==> config.mk <==
export PLATFORM = sky130hd
export DESIGN_NAME = core_mem_arbiter_flat
export DESIGN_NICKNAME = d
export VERILOG_FILES = /design/src/rtl/core_mem_arbiter_if.sv /design/src/rtl/core_mem_arbiter.sv /design/src/flat_wrapper.sv
export SDC_FILE = /design/constraint.sdc
export NUM_CORES = 1
export LEC_CHECK = 0
export ABC_AREA = 1
export BUFFER_PORTS_ARGS = -buffer_cell sky130_fd_sc_hd__buf_2
export CELL_PAD_IN_SITES_DETAIL_PLACEMENT = 1
export CELL_PAD_IN_SITES_GLOBAL_PLACEMENT = 2
export CORE_MARGIN = 2
export CORE_UTILIZATION = 10
export CTS_CLUSTER_DIAMETER = 100
export DETAILED_ROUTE_END_ITERATION = 16
export PLACE_DENSITY = 0.85
export SYNTH_ARGS = -nofsm -noshare
export SYNTH_HDL_FRONTEND = slang
export SYNTH_SLANG_ARGS = --single-unit
==> constraint.sdc <==
create_clock -name clk -period 2.4 [get_ports clk]
set_clock_uncertainty 0.1 [all_clocks]
set_input_delay 0.48 -clock clk [delete_from_list [all_inputs] [get_ports clk]]
set_output_delay 0.48 -clock clk [all_outputs]
set_load 0.01 [all_outputs]
==> src/rtl/core_mem_arbiter_if.sv <==
`default_nettype none
// ============================================================================
// Module      : core_mem_arbiter_if
// Description : Bundle of the fetch port, load/store port and single-ported
//               memory port that meet at core_mem_arbiter.
//               slave  - arbiter view (takes requests, drives grants/memory)
//               master - environment view (core requesters + memory)
//               Fetch : if_req, if_addr -> if_gnt, if_rvalid, if_rdata, stall_if
//               Data  : d_req, d_we, d_addr, d_wdata, d_be -> d_gnt, d_rvalid,
//                       d_rdata
//               Memory: mem_en, mem_we, mem_be, mem_addr, mem_wdata <- mem_rdata
// Revision    : 1.0 - initial release
// ============================================================================
interface core_mem_arbiter_if #(
  parameter int BUS_WIDTH  = 32,
  parameter int DATA_WIDTH = 32
);
  localparam int BE_WIDTH = DATA_WIDTH / 8;

  // Instruction-fetch port
  logic                  if_req;
  logic [BUS_WIDTH-1:0]  if_addr;
  logic                  if_gnt;
  logic                  if_rvalid;
  logic [DATA_WIDTH-1:0] if_rdata;
  logic                  stall_if;

  // Load/store port
  logic                  d_req;
  logic                  d_we;
  logic [BUS_WIDTH-1:0]  d_addr;
  logic [DATA_WIDTH-1:0] d_wdata;
  logic [BE_WIDTH-1:0]   d_be;
  logic                  d_gnt;
  logic                  d_rvalid;
  logic [DATA_WIDTH-1:0] d_rdata;

  // Shared memory port
  logic                  mem_en;
  logic                  mem_we;
  logic [BE_WIDTH-1:0]   mem_be;
  logic [BUS_WIDTH-1:0]  mem_addr;
  logic [DATA_WIDTH-1:0] mem_wdata;
  logic [DATA_WIDTH-1:0] mem_rdata;

  modport slave (
    input  if_req, if_addr,
    output if_gnt, if_rvalid, if_rdata, stall_if,
    input  d_req, d_we, d_addr, d_wdata, d_be,
    output d_gnt, d_rvalid, d_rdata,
    output mem_en, mem_we, mem_be, mem_addr, mem_wdata,
    input  mem_rdata
  );

  modport master (
    output if_req, if_addr,
    input  if_gnt, if_rvalid, if_rdata, stall_if,
    output d_req, d_we, d_addr, d_wdata, d_be,
    input  d_gnt, d_rvalid, d_rdata,
    input  mem_en, mem_we, mem_be, mem_addr, mem_wdata,
    output mem_rdata
  );
endinterface
`default_nettype wire

==> src/rtl/core_mem_arbiter.sv <==
`default_nettype none
// ============================================================================
// Module      : core_mem_arbiter
// Description : Shares one single-ported synchronous memory (1-cycle read
//               latency, fully pipelined) between the instruction-fetch port
//               and the load/store port. One grant per cycle, data wins ties
//               except when the fetch has waited MAX_DATA_BURST data grants.
//               A registered return state steers each read word back to the
//               port that issued it.
// Ports       : clk  - rising-edge clock
//               rst  - synchronous active-high reset
//               bus  - core_mem_arbiter_if.slave (fetch, data and memory ports)
// Parameters  : BUS_WIDTH      - address width
//               DATA_WIDTH     - data width (byte enables DATA_WIDTH/8)
//               MAX_DATA_BURST - data grants tolerated while a fetch waits
//                                (1..15)
// Revision    : 1.0 - initial release
// ============================================================================
module core_mem_arbiter #(
  parameter int BUS_WIDTH      = 32,
  parameter int DATA_WIDTH     = 32,
  parameter int MAX_DATA_BURST = 4
) (
  input  logic               clk,
  input  logic               rst,
  core_mem_arbiter_if.slave  bus
);

  localparam int         BE_WIDTH    = DATA_WIDTH / 8;
  localparam logic [3:0] c_MAX_BURST = 4'(MAX_DATA_BURST);

  // --------------------------------------------------------------------------
  // Return state: which port owns the word arriving on mem_rdata this cycle
  // --------------------------------------------------------------------------
  typedef enum logic [1:0] {
    ST_IDLE  = 2'd0,
    ST_RD_IF = 2'd1,
    ST_RD_D  = 2'd2
  } state_t;

  state_t                r_state;
  state_t                w_state_nxt;
  logic [3:0]            r_starve_cnt;
  logic [3:0]            w_starve_nxt;

  logic                  w_starved;
  logic                  w_if_gnt;
  logic                  w_d_gnt;
  logic                  w_d_write;

  logic                  w_mem_en;
  logic                  w_mem_we;
  logic [BE_WIDTH-1:0]   w_mem_be;
  logic [BUS_WIDTH-1:0]  w_mem_addr;
  logic [DATA_WIDTH-1:0] w_mem_wdata;

  logic                  w_if_rvalid;
  logic                  w_d_rvalid;

  // --------------------------------------------------------------------------
  // State registers
  // --------------------------------------------------------------------------
  always_ff @(posedge clk) begin
    if (rst) begin
      r_state      <= ST_IDLE;
      r_starve_cnt <= 4'd0;
    end else begin
      r_state      <= w_state_nxt;
      r_starve_cnt <= w_starve_nxt;
    end
  end

  assign w_starved = (r_starve_cnt == c_MAX_BURST);

  // --------------------------------------------------------------------------
  // Grant, starvation counter and return-state next values
  // --------------------------------------------------------------------------
  always_comb begin
    w_if_gnt     = 1'b0;
    w_d_gnt      = 1'b0;
    w_starve_nxt = r_starve_cnt;
    w_state_nxt  = ST_IDLE;

    // Grants are suppressed entirely during reset so nothing reaches memory.
    if (!rst) begin
      // Data wins a tie unless the waiting fetch has used up its patience.
      if (bus.d_req && !(bus.if_req && w_starved)) begin
        w_d_gnt = 1'b1;
      end else if (bus.if_req) begin
        w_if_gnt = 1'b1;
      end
    end

    // The counter only measures an unbroken wait: any cycle without a fetch
    // request, or a fetch grant, starts the count over.
    if (!bus.if_req || w_if_gnt) begin
      w_starve_nxt = 4'd0;
    end else if (w_d_gnt && !w_starved) begin
      w_starve_nxt = r_starve_cnt + 4'd1;
    end

    // Writes return nothing, so they leave the return path idle.
    if (w_if_gnt) begin
      w_state_nxt = ST_RD_IF;
    end else if (w_d_gnt && !bus.d_we) begin
      w_state_nxt = ST_RD_D;
    end
  end

  // --------------------------------------------------------------------------
  // Memory request mux; every field is zero when no access is issued
  // --------------------------------------------------------------------------
  assign w_d_write = w_d_gnt && bus.d_we;

  always_comb begin
    w_mem_en    = w_if_gnt | w_d_gnt;
    w_mem_we    = w_d_write;
    w_mem_be    = '0;
    w_mem_addr  = '0;
    w_mem_wdata = '0;

    if (w_d_gnt) begin
      w_mem_addr  = bus.d_addr;
      w_mem_wdata = bus.d_wdata;
      w_mem_be    = w_d_write ? bus.d_be : '1;
    end else if (w_if_gnt) begin
      w_mem_addr  = bus.if_addr;
      w_mem_be    = '1;
    end
  end

  assign bus.if_gnt    = w_if_gnt;
  assign bus.d_gnt     = w_d_gnt;
  assign bus.stall_if  = bus.if_req && !w_if_gnt && !rst;

  assign bus.mem_en    = w_mem_en;
  assign bus.mem_we    = w_mem_we;
  assign bus.mem_be    = w_mem_be;
  assign bus.mem_addr  = w_mem_addr;
  assign bus.mem_wdata = w_mem_wdata;

  // --------------------------------------------------------------------------
  // Read return routing. Masking with rst drops a read that was granted just
  // before reset, so its data never reaches either port.
  // --------------------------------------------------------------------------
  assign w_if_rvalid   = (r_state == ST_RD_IF) && !rst;
  assign w_d_rvalid    = (r_state == ST_RD_D)  && !rst;

  assign bus.if_rvalid = w_if_rvalid;
  assign bus.d_rvalid  = w_d_rvalid;
  assign bus.if_rdata  = w_if_rvalid ? bus.mem_rdata : '0;
  assign bus.d_rdata   = w_d_rvalid  ? bus.mem_rdata : '0;

endmodule
`default_nettype wire

==> src/flat_wrapper.sv <==
// flat-port wrapper written by rule: the top's interface ports become plain ports
module core_mem_arbiter_flat 
#(
  parameter int BUS_WIDTH      = 32,
  parameter int DATA_WIDTH     = 32,
  parameter int MAX_DATA_BURST = 4
)
  (clk, rst, bus_if_req, bus_if_addr, bus_if_gnt, bus_if_rvalid, bus_if_rdata, bus_stall_if, bus_d_req, bus_d_we, bus_d_addr, bus_d_wdata, bus_d_be, bus_d_gnt, bus_d_rvalid, bus_d_rdata, bus_mem_en, bus_mem_we, bus_mem_be, bus_mem_addr, bus_mem_wdata, bus_mem_rdata);
  core_mem_arbiter_if #(.BUS_WIDTH(BUS_WIDTH), .DATA_WIDTH(DATA_WIDTH)) bus_i ();
  input  logic clk;
  input  logic rst;
  input wire logic [$bits(bus_i.if_req)-1:0] bus_if_req;
  input wire logic [$bits(bus_i.if_addr)-1:0] bus_if_addr;
  output wire logic [$bits(bus_i.if_gnt)-1:0] bus_if_gnt;
  output wire logic [$bits(bus_i.if_rvalid)-1:0] bus_if_rvalid;
  output wire logic [$bits(bus_i.if_rdata)-1:0] bus_if_rdata;
  output wire logic [$bits(bus_i.stall_if)-1:0] bus_stall_if;
  input wire logic [$bits(bus_i.d_req)-1:0] bus_d_req;
  input wire logic [$bits(bus_i.d_we)-1:0] bus_d_we;
  input wire logic [$bits(bus_i.d_addr)-1:0] bus_d_addr;
  input wire logic [$bits(bus_i.d_wdata)-1:0] bus_d_wdata;
  input wire logic [$bits(bus_i.d_be)-1:0] bus_d_be;
  output wire logic [$bits(bus_i.d_gnt)-1:0] bus_d_gnt;
  output wire logic [$bits(bus_i.d_rvalid)-1:0] bus_d_rvalid;
  output wire logic [$bits(bus_i.d_rdata)-1:0] bus_d_rdata;
  output wire logic [$bits(bus_i.mem_en)-1:0] bus_mem_en;
  output wire logic [$bits(bus_i.mem_we)-1:0] bus_mem_we;
  output wire logic [$bits(bus_i.mem_be)-1:0] bus_mem_be;
  output wire logic [$bits(bus_i.mem_addr)-1:0] bus_mem_addr;
  output wire logic [$bits(bus_i.mem_wdata)-1:0] bus_mem_wdata;
  input wire logic [$bits(bus_i.mem_rdata)-1:0] bus_mem_rdata;
  assign bus_i.if_req = bus_if_req;
  assign bus_i.if_addr = bus_if_addr;
  assign bus_if_gnt = bus_i.if_gnt;
  assign bus_if_rvalid = bus_i.if_rvalid;
  assign bus_if_rdata = bus_i.if_rdata;
  assign bus_stall_if = bus_i.stall_if;
  assign bus_i.d_req = bus_d_req;
  assign bus_i.d_we = bus_d_we;
  assign bus_i.d_addr = bus_d_addr;
  assign bus_i.d_wdata = bus_d_wdata;
  assign bus_i.d_be = bus_d_be;
  assign bus_d_gnt = bus_i.d_gnt;
  assign bus_d_rvalid = bus_i.d_rvalid;
  assign bus_d_rdata = bus_i.d_rdata;
  assign bus_mem_en = bus_i.mem_en;
  assign bus_mem_we = bus_i.mem_we;
  assign bus_mem_be = bus_i.mem_be;
  assign bus_mem_addr = bus_i.mem_addr;
  assign bus_mem_wdata = bus_i.mem_wdata;
  assign bus_i.mem_rdata = bus_mem_rdata;
  core_mem_arbiter #(.BUS_WIDTH(BUS_WIDTH), .DATA_WIDTH(DATA_WIDTH), .MAX_DATA_BURST(MAX_DATA_BURST)) u_core (.clk(clk), .rst(rst), .bus(bus_i));
endmodule
==> results of run 1 <==
==> power by group <==
part	internal [mW]	total, mW	switching [mW]
registers	0.103	0.104	0.00161
clock network	0.214	0.270	0.0561
logic	0.187	0.411	0.224
total	0.504	0.785	0.282
==> per-stage QoR <==
stage	utilization (%)	power, mW	hold WS (ns)
2_1_floorplan	-	0.291	0.369
3_5_place_dp	20.4	0.518	0.394
6_report	21.2	0.785	0.353
5_1_grt	21.2	0.848	0.358
4_1_cts	21.0	0.796	0.361
3_3_place_gp	20.4	0.515	0.393
==> layout make-up <==
type	count	area (sq um)
clock buffers	3	75.1
fillers	2128	12500
inverters	80	300
multi-input cells	227	1070
flip-flops and latches	6	121
well taps	216	270
repair buffers	290	1510
==> cell usage in the layout, fill, tap and decap left out, drive strengths merged <==
cell,instances
xor2,2
a21oi,1
ha,2
buf,290
nor2,109
inv,80
nor3,2
nand4,33
nand2,38
clkbuf,3
o21ai,4
nand3,36
dfxtp,6
==> repair_timing <==
item / 4_1_cts / 5_1_grt
pin swaps: 0 / 3
gates resized for setup: 2 / 3
setup endpoints to repair: 6 / 31
buffers inserted: 0 / 2
==> worst paths after layout <==
path | slack [ns] | startpoint | depth (start not counted) | endpoint
worst min register to register | 0.40 | u_core.r_starve_cnt[3]$_SDFFE_PP0P_ | 2 | u_core.r_starve_cnt[3]$_SDFFE_PP0P_
worst max-delay path | 0.15 | u_core.r_starve_cnt[0]$_SDFFE_PP0P_ | 7 | bus_mem_be[2]
worst max register to register | 0.94 | u_core.r_starve_cnt[0]$_SDFFE_PP0P_ | 8 | u_core.r_starve_cnt[0]$_SDFFE_PP0P_
worst min-delay path | 0.35 | bus_d_we | 2 | u_core.r_state[1]$_SDFF_PP0_
==> cell families (layout without fill, tap and decap cells) <==
logic type | count (synthesis) | in the layout
and+or+nand+nor | 218 | 218
buffers and inverters | 106 | 373
adders and majority gates | 2 | 2
AOI/OAI and AO/OA | 5 | 5
DFF | 6 | 6
xor gates and xnor gates | 2 | 2
==> worst max-delay path, delay by kind of cell, from the launching register on <==
kind / cells / cell delay (ns)
compound gates: 1 / 0.10
fa+ha+maj: 1 / 0.22
buf+inv: 3 / 0.42
flops: 1 / 0.33
simple gates: 2 / 0.35
==> flip-flops by register name (all words and copies together), names as in the netlist <==
register	cells
u_core.r_starve_cnt	4
u_core.r_state	2
==> routing by layer <==
layer | vias up | wire length, microns | GRT usage [%]
met5 | - | 0 | 0
met4 | 0 | 119 | 2.63
met3 | 9 | 702 | 1.55
met2 | 145 | 5080 | 19.0
met1 | 1341 | 3910 | 11.8
li1 | 1563 | - | -
==> flow_metrics.env, run 1 <==
export IMPL_hp_class="in2reg"
export IMPL_ys_top_cells_by_count="108 x nor2_1, 79 x inv_1, 37 x nand2_1"
export IMPL_grt_max_degree=39
export IMPL_post_synth_top_area_cell="nor2_1"
export IMPL_setup_tns_ns=0
export IMPL_max_freq_mhz=445
export IMPL_cts_htree_levels=1
export IMPL_grt_pass1_vias=2768
export IMPL_ys_types=21
export IMPL_synth_cell_area_sq_mm=0.00161
export IMPL_slew_headroom_pct=76.1
export IMPL_async_reset_ff_share_pct=0
export IMPL_critPathRequiredTime_ns=1.82
export IMPL_ant_nets=0
export IMPL_drive_gt1_share_pct=49.7
export IMPL_ctsHoldBuffers=0
export IMPL_cts_tree="done"
export IMPL_n_antenna_cell=0
export IMPL_design_area_sq_mm=0.00335
export IMPL_synth_most_common_cell="nor2_1"
export IMPL_wl_per_cell_microns=11.9
export IMPL_clkLatencyLatePin_ns=0.23
export IMPL_critical_path_slowest_cell="dfxtp_2"
export IMPL_crit_fanout=38
export IMPL_period_share_pct=93.7
export IMPL_wirelength_microns=9810
export IMPL_synth_top_cell_area_share_pct=25.2
export IMPL_place_congestion=0.732
export IMPL_syn_inst=339
export IMPL_min_period_ns=2.25
export IMPL_placed_area_sq_mm=0.00324
export IMPL_path_cells="inv_1, ha_2, nand4_4, nand3_4, buf_12, o21ai_0, buf_2"
export IMPL_fp_coreArea_sq_mm=0.0158
export IMPL_yosysWarnings=0
export IMPL_synth_seq_cells=6
export IMPL_grt_antenna_before_repair=0
export IMPL_dieArea_sq_mm=0.0171
export IMPL_synth_edf_count=0
export IMPL_clk_pin_slew_ns=0.03
export IMPL_yosys_area_share_simple_pct=60.8
export IMPL_via_per_inst=3.72
export IMPL_numPortBuffers=275
export IMPL_final_hold_violation_count=0
export IMPL_synth_top_family_by_area="simple AND/OR/NAND/NOR gates"
export IMPL_firstDrtPassIters=4
export IMPL_yosysSeqAreaShare_pct=7.47
export IMPL_synth_compound_area_share_pct=1.56
export IMPL_num_vias=3058
export IMPL_dp_cells=817
export IMPL_area_growth_synth_to_final_pct=108
export IMPL_synthAdderAreaFrac_pct=1.56
export IMPL_maxCapViolCount=0
export IMPL_cp_slowest_stage_delay_ns=0.33
export IMPL_start_util_pct=10.2
export IMPL_die_w_microns=131
export IMPL_ys_top_cells_by_area="nor2_1 25%, inv_1 18%, nand4_1 12%, nand3_1 11%, nand2_1 8.6%"
export IMPL_final_nets=747
export IMPL_pre_cts_slack_ns=0.128
export IMPL_cp_end_kind="output port"
export IMPL_synth_mux_area_share_pct=0
export IMPL_dp_hpwl_microns=8180
export IMPL_ios=276
export IMPL_ys_flop_type="dfxtp_1"
export IMPL_cellPowerDensity_mw_per_mm2=235
export IMPL_fp_row_count=46
export IMPL_grt_use_total_pct=10.1
export IMPL_fin_ws_ns=0.152
export IMPL_rsz0062_at_grt="no"
export IMPL_slew_violations=0
export IMPL_worstSetupPathType="reg2out"
export IMPL_outcome="complete, no violations"
export IMPL_die_y_microns=131
export IMPL_overflow=0
export IMPL_route_detailed_drc=0
export IMPL_worstMarginPinSlew_ns=0.359
export IMPL_leakagePower_nw=2.43
export IMPL_cts_buffer_depth=2
export IMPL_syn_nets=478
export IMPL_ir_drop_uv=155
export IMPL_grt_pass1_wl_microns=13700
export IMPL_crit_arrival_ns=1.67
export IMPL_drt_initial_drc_count=89
export IMPL_cts_sinks=6
export IMPL_cts_buffers=3
export IMPL_clk_root_buffer_cell="clkbuf_16"
export IMPL_synth_xor_area_share_pct=1.09
export IMPL_cp_start_kind="flop"
export IMPL_final_cells=822
export IMPL_syn_mean_instance_area_sq_um=4.75
export IMPL_setup_violations=0
Note: power is estimated with default switching activity, not from simulation.
==> run 2: changes to the inputs <==
--- a/config.mk
+++ b/config.mk
@@ -13,6 +13,7 @@
 export CORE_UTILIZATION = 10
 export CTS_CLUSTER_DIAMETER = 100
 export DETAILED_ROUTE_END_ITERATION = 16
+export MAX_ROUTING_LAYER = met4
 export PLACE_DENSITY = 0.85
 export SYNTH_ARGS = -nofsm -noshare
 export SYNTH_HDL_FRONTEND = slang
==> run 2 against run 1 <==
Compared with the run above:
- clock-buffer cell count did not move
- total power rose by 0.20%
- via count increased by 0.59%
- core utilization about the same
- sequential cell count is the same
- setup slack worse by 0.025 ns
- critical endpoint is now bus_mem_be[1]
- routed wire length about the same
- cell count up 0.12%
- critical path depth unchanged
- non-clock buffer count grew 1
- die area unchanged
- largest cell class unchanged
==> flow_metrics.env, run 2 (synthesized netlist as in run 1, its figures left out) <==
export IMPL_outcome="complete, no violations"
export IMPL_grt_use_total_pct=10.4
export IMPL_fp_row_count=46
export IMPL_clkLatencyLatePin_ns=0.23
export IMPL_drive_gt1_share_pct=49.6
export IMPL_place_congestion=0.741
export IMPL_share_comb_of_total_power_pct=52.4
export IMPL_cts_htree_levels=1
export IMPL_period_share_pct=94.7
export IMPL_setup_tns_ns=0
export IMPL_firstDrtPassIters=4
export IMPL_cts_buffers=3
export IMPL_placed_area_sq_mm=0.00324
export IMPL_p_int_uw=505
export IMPL_die_y_microns=131
export IMPL_worstMarginPinSlew_ns=0.360
export IMPL_fp_coreArea_sq_mm=0.0158
export IMPL_cp_start_kind="flop"
export IMPL_n_antenna_cell=0
export IMPL_wirelength_microns=9800
export IMPL_final_cell_mix="275 x buf_2, 108 x nor2_1, 79 x inv_1"
export IMPL_final_nets=748
export IMPL_cts_sinks=6
export IMPL_setup_violations=0
export IMPL_rsz0062_at_grt="no"
export IMPL_reg_largest_list="u_core.r_starve_cnt x4, u_core.r_state x2"
export IMPL_crit_arrival_ns=1.69
export IMPL_min_period_ns=2.27
export IMPL_layout_commonest_cell="buf_2"
export IMPL_power_uw=787
export IMPL_final_hold_violation_count=0
export IMPL_slew_violations=0
export IMPL_ff_latch_area_sq_um=121
export IMPL_drt_initial_drc_count=80
export IMPL_regMostFlops="u_core.r_starve_cnt"
export IMPL_dieArea_sq_mm=0.0171
export IMPL_clk_pin_slew_ns=0.03
export IMPL_multi_input_area_sq_mm=0.00106
export IMPL_ant_nets=0
export IMPL_largest_reg_flops=4
export IMPL_dp_hpwl_microns=8180
export IMPL_wl_per_cell_microns=11.9
export IMPL_die_w_microns=131
export IMPL_cts_tree="done"
export IMPL_dp_cells=817
export IMPL_maxCapViolCount=0
export IMPL_route_detailed_drc=0
export IMPL_p_switching_uw=282
export IMPL_swShare_pct=35.9
export IMPL_cellPowerDensity_mw_per_mm2=235
export IMPL_worstSetupPathType="reg2out"
export IMPL_via_per_inst=3.74
export IMPL_max_freq_mhz=440
export IMPL_design_area_sq_mm=0.00335
export IMPL_critPathRequiredTime_ns=1.82
export IMPL_num_vias=3076
export IMPL_crit_fanout=38
export IMPL_sequentialPowerShare_pct=13.3
export IMPL_grt_pass1_wl_microns=13700
export IMPL_numPortBuffers=275
export IMPL_final_cells=823
export IMPL_grt_antenna_before_repair=0
export IMPL_slew_headroom_pct=76.0
export IMPL_hp_class="in2reg"
export IMPL_overflow=0
export IMPL_fillerInstances=2127
export IMPL_grt_pass1_vias=2767
export IMPL_area_growth_synth_to_final_pct=108
export IMPL_pwr_share_clk_pct=34.3
export IMPL_cp_end_kind="output port"
export IMPL_ir_drop_uv=154
export IMPL_clk_root_buffer_cell="clkbuf_16"
export IMPL_post_route_util_pct=21.2
export IMPL_start_util_pct=10.2
export IMPL_grt_max_degree=39
export IMPL_ios=276
export IMPL_cts_buffer_depth=2
export IMPL_leakagePower_nw=2.43
run 2: changes by cell type in the layout (fill, tap and decap cells not counted), sizes merged:
cell	change
buf	+1
run 2: worst max-delay path, stage by stage, from the launching register on:
cell,delay (ns)
dfxtp_2,0.35
inv_1,0.06
ha_1,0.26
nand4_4,0.15
nand3_4,0.13
buf_12,0.19
o21ai_0,0.15
buf_2,0.15
run 2: area by class of cell:
| type | instances | area share (%) |
|---|---|---|
| Clock buffer | 3 | 2.24 |
| Inverter | 80 | 8.96 |
| Multi-Input combinational cell | 227 | 31.8 |
| Sequential cell | 6 | 3.62 |
| Tap cell | 216 | 8.06 |
| Timing Repair Buffer | 291 | 45.4 |
run 2: per-stage QoR:
| stage | hold slack, ns | setup WS (ns) |
|---|---|---|
| after detailed placement | 0.394 | 0.128 |
| after CTS | 0.361 | 0.00741 |
| final | 0.347 | 0.127 |
| after global routing | 0.358 | 0.00179 |
| after floorplan | 0.369 | 0.485 |
| after global placement | 0.393 | 0.233 |
run 2: power by group through the flow:
stage / registers [mW] / clock network [mW] / logic [mW]
2_1_floorplan: 0.105 / 0 / 0.186
3_3_place_gp: 0.105 / 0 / 0.410
3_5_place_dp: 0.106 / 0 / 0.412
4_1_cts: 0.104 / 0.276 / 0.416
5_1_grt: 0.105 / 0.282 / 0.463
6_report: 0.104 / 0.270 / 0.413
run 2: final timing paths:
kind                                        from                                  end  slack (ns)  cells after the start
max          u_core.r_starve_cnt[0]$_SDFFE_PP0P_                        bus_mem_be[1]        0.13                      7
min                                     bus_d_we         u_core.r_state[1]$_SDFF_PP0_        0.35                      2
max reg2reg  u_core.r_starve_cnt[0]$_SDFFE_PP0P_  u_core.r_starve_cnt[0]$_SDFFE_PP0P_        0.89                      8
min reg2reg  u_core.r_starve_cnt[3]$_SDFFE_PP0P_  u_core.r_starve_cnt[3]$_SDFFE_PP0P_        0.40                      2
run 2: what timing repair did:
action,CTS,global route
endpoints found under the setup margin,6,31
gates resized for setup,2,2
hold buffers,0,0
buffers inserted,0,3
gates cloned,0,0
pin swaps,0,2
endpoints found under the hold margin,0,0
run 2: routing by layer:
metal | global-route usage (%) | vias up | share of wire, %
met5 | - | - | 0
met4 | 2.63 | 0 | 1.2
met3 | 0.692 | 9 | 5.8
met2 | 19.0 | 147 | 52
met1 | 12.3 | 1356 | 41
li1 | - | 1564 | -
==> run 3: changes to the inputs <==
--- a/config.mk
+++ b/config.mk
@@ -11,6 +11,7 @@
 export CELL_PAD_IN_SITES_GLOBAL_PLACEMENT = 2
 export CORE_MARGIN = 2
 export CORE_UTILIZATION = 10
+export CTS_BUF_LIST = sky130_fd_sc_hd__clkbuf_8
 export CTS_CLUSTER_DIAMETER = 100
 export DETAILED_ROUTE_END_ITERATION = 16
 export MAX_ROUTING_LAYER = met4
==> run 3 against run 2 <==
Compared with the run above:
- hold slack better by 0.0052 ns
- global-route usage hardly changed
- critical path type unchanged
- clock-buffer cell count unchanged
- first-iteration DRC count grew 8.8%
==> flow_metrics.env, run 3 (synthesized netlist as in run 1, its figures left out) <==
export IMPL_cp_start_kind="flop"
export IMPL_setup_tns_ns=0
export IMPL_cp_slowest_stage_delay_ns=0.35
export IMPL_final_hold_violation_count=0
export IMPL_layout_commonest_cell="buf_2"
export IMPL_clkLatencyLatePin_ns=0.23
export IMPL_min_period_ns=2.27
export IMPL_area_growth_synth_to_final_pct=106
export IMPL_fillerInstances=2132
export IMPL_final_cell_mix="275 x buf_2, 108 x nor2_1, 79 x inv_1"
export IMPL_grt_pass1_wl_microns=13700
export IMPL_cp_depth=7
export IMPL_drive_gt1_share_pct=49.6
export IMPL_cellPowerDensity_mw_per_mm2=202
export IMPL_firstDrtPassIters=4
export IMPL_clk_pin_slew_ns=0.04
export IMPL_slew_violations=0
export IMPL_max_freq_mhz=440
export IMPL_ant_nets=0
export IMPL_dieArea_sq_mm=0.0171
export IMPL_worstSetupPathType="reg2out"
export IMPL_start_util_pct=10.2
export IMPL_ctsHoldBuffers=0
export IMPL_crit_arrival_ns=1.69
export IMPL_hold_path_startpoint="bus_d_we"
export IMPL_slew_headroom_pct=75.9
export IMPL_r2r_slack_ns=0.89
export IMPL_die_y_microns=131
export IMPL_grt_max_degree=39
export IMPL_cp_top_family="buffers and inverters"
export IMPL_place_congestion=0.741
export IMPL_reg2reg_from="u_core.r_starve_cnt[0]$_SDFFE_PP0P_"
export IMPL_critical_path_slowest_cell="dfxtp_2"
export IMPL_via_per_inst=3.73
export IMPL_crit_fanout=38
export IMPL_cp_end_kind="output port"
export IMPL_worstMarginPinSlew_ns=0.361
export IMPL_n_antenna_cell=0
export IMPL_cts_buffer_depth=2
export IMPL_period_share_pct=94.7
export IMPL_grt_use_total_pct=10.4
export IMPL_wl_per_cell_microns=11.9
export IMPL_fp_row_count=46
export IMPL_crit_buf_inv=3
export IMPL_setup_violations=0
export IMPL_dp_hpwl_microns=8180
export IMPL_largest_reg_flops=4
export IMPL_cp_startpoint="u_core.r_starve_cnt[0]$_SDFFE_PP0P_"
export IMPL_die_w_microns=131
export IMPL_grt_antenna_before_repair=0
export IMPL_path_cells="inv_1, ha_1, nand4_4, nand3_4, buf_12, o21ai_0, buf_2"
export IMPL_rsz0062_at_grt="no"
export IMPL_cts_buffers=3
export IMPL_overflow=0
export IMPL_num_vias=3066
export IMPL_outcome="complete, no violations"
export IMPL_cts_htree_levels=1
export IMPL_reg_largest_list="u_core.r_starve_cnt x4, u_core.r_state x2"
export IMPL_ios=276
export IMPL_power_uw=670
export IMPL_final_nets=748
export IMPL_cts_tree="done"
export IMPL_grt_pass1_vias=2761
export IMPL_leakagePower_nw=2.42
export IMPL_route_detailed_drc=0
export IMPL_regMostFlops="u_core.r_starve_cnt"
export IMPL_drt_initial_drc_count=87
export IMPL_cts_sinks=6
export IMPL_clk_root_buffer_cell="clkbuf_8"
export IMPL_wirelength_microns=9800
export IMPL_fp_coreArea_sq_mm=0.0158
export IMPL_hp_class="in2reg"
export IMPL_numPortBuffers=275
export IMPL_hold_depth=2
export IMPL_critPathRequiredTime_ns=1.82
export IMPL_reg2reg_depth=8
export IMPL_maxCapViolCount=0
export IMPL_ir_drop_uv=95.6
run 3: metal layers:
layer	track usage, %	vias up	wire, microns
met2	19.0	148	5050
met4	3.00	0	127
met3	0.570	10	563
met1	12.3	1345	4060
met5	-	-	0
li1	-	1563	-
run 3: worst paths after layout:
| path | to |
|---|---|
| worst min register to register | u_core.r_starve_cnt[3]$_SDFFE_PP0P_ |
| worst min-delay path | u_core.r_state[1]$_SDFF_PP0_ |
| worst max register to register | u_core.r_starve_cnt[0]$_SDFFE_PP0P_ |
| worst max-delay path | bus_mem_be[2] |
run 3: what timing repair did:
| action | in CTS | in global routing |
|---|---|---|
| gates cloned | 0 | 0 |
| setup endpoints to repair | 6 | 31 |
| pin swaps | 0 | 2 |
| resized for setup | 2 | 2 |
| setup buffers | 0 | 3 |
run 3: final cells by class:
class / instances / area [sq um] / area share (%)
Sequential cell: 6 / 121 / 3.66
Tap cell: 216 / 270 / 8.14
Inverter: 80 / 300 / 9.05
Multi-Input combinational cell: 227 / 1060 / 32.1
Clock buffer: 3 / 41.3 / 1.24
Timing Repair Buffer: 291 / 1520 / 45.8
run 3: where the power goes:
part	internal, mW	leakage (nW)	switching, mW
sequential	0.103	0.0492	0.00155
combinational	0.188	2.35	0.224
clock	0.108	0.0216	0.0456
run 3: metrics by stage:
step                      hold WS [ns]  setup WS [ns]  utilization (%)  cells  area, sq um
after global routing             0.356        0.00215             21.0    823         3320
after floorplan                  0.369          0.485                -    339         1610
after detailed placement         0.394          0.128             20.4    817         3240
after CTS                        0.359        0.00628             20.8    820         3290
after global placement           0.393          0.233             20.4    817         3240
final                            0.352          0.126             21.0    823         3320
run 3: worst reg2reg max path, cell delays in order, from the launching register on:
cell and delay (ns):
dfxtp_2 0.33, inv_1 0.07, ha_1 0.24, nand4_4 0.19, nand2_8 0.15, buf_4 0.12
inv_1 0.03, nand2_1 0.11, nor2_1 0.06
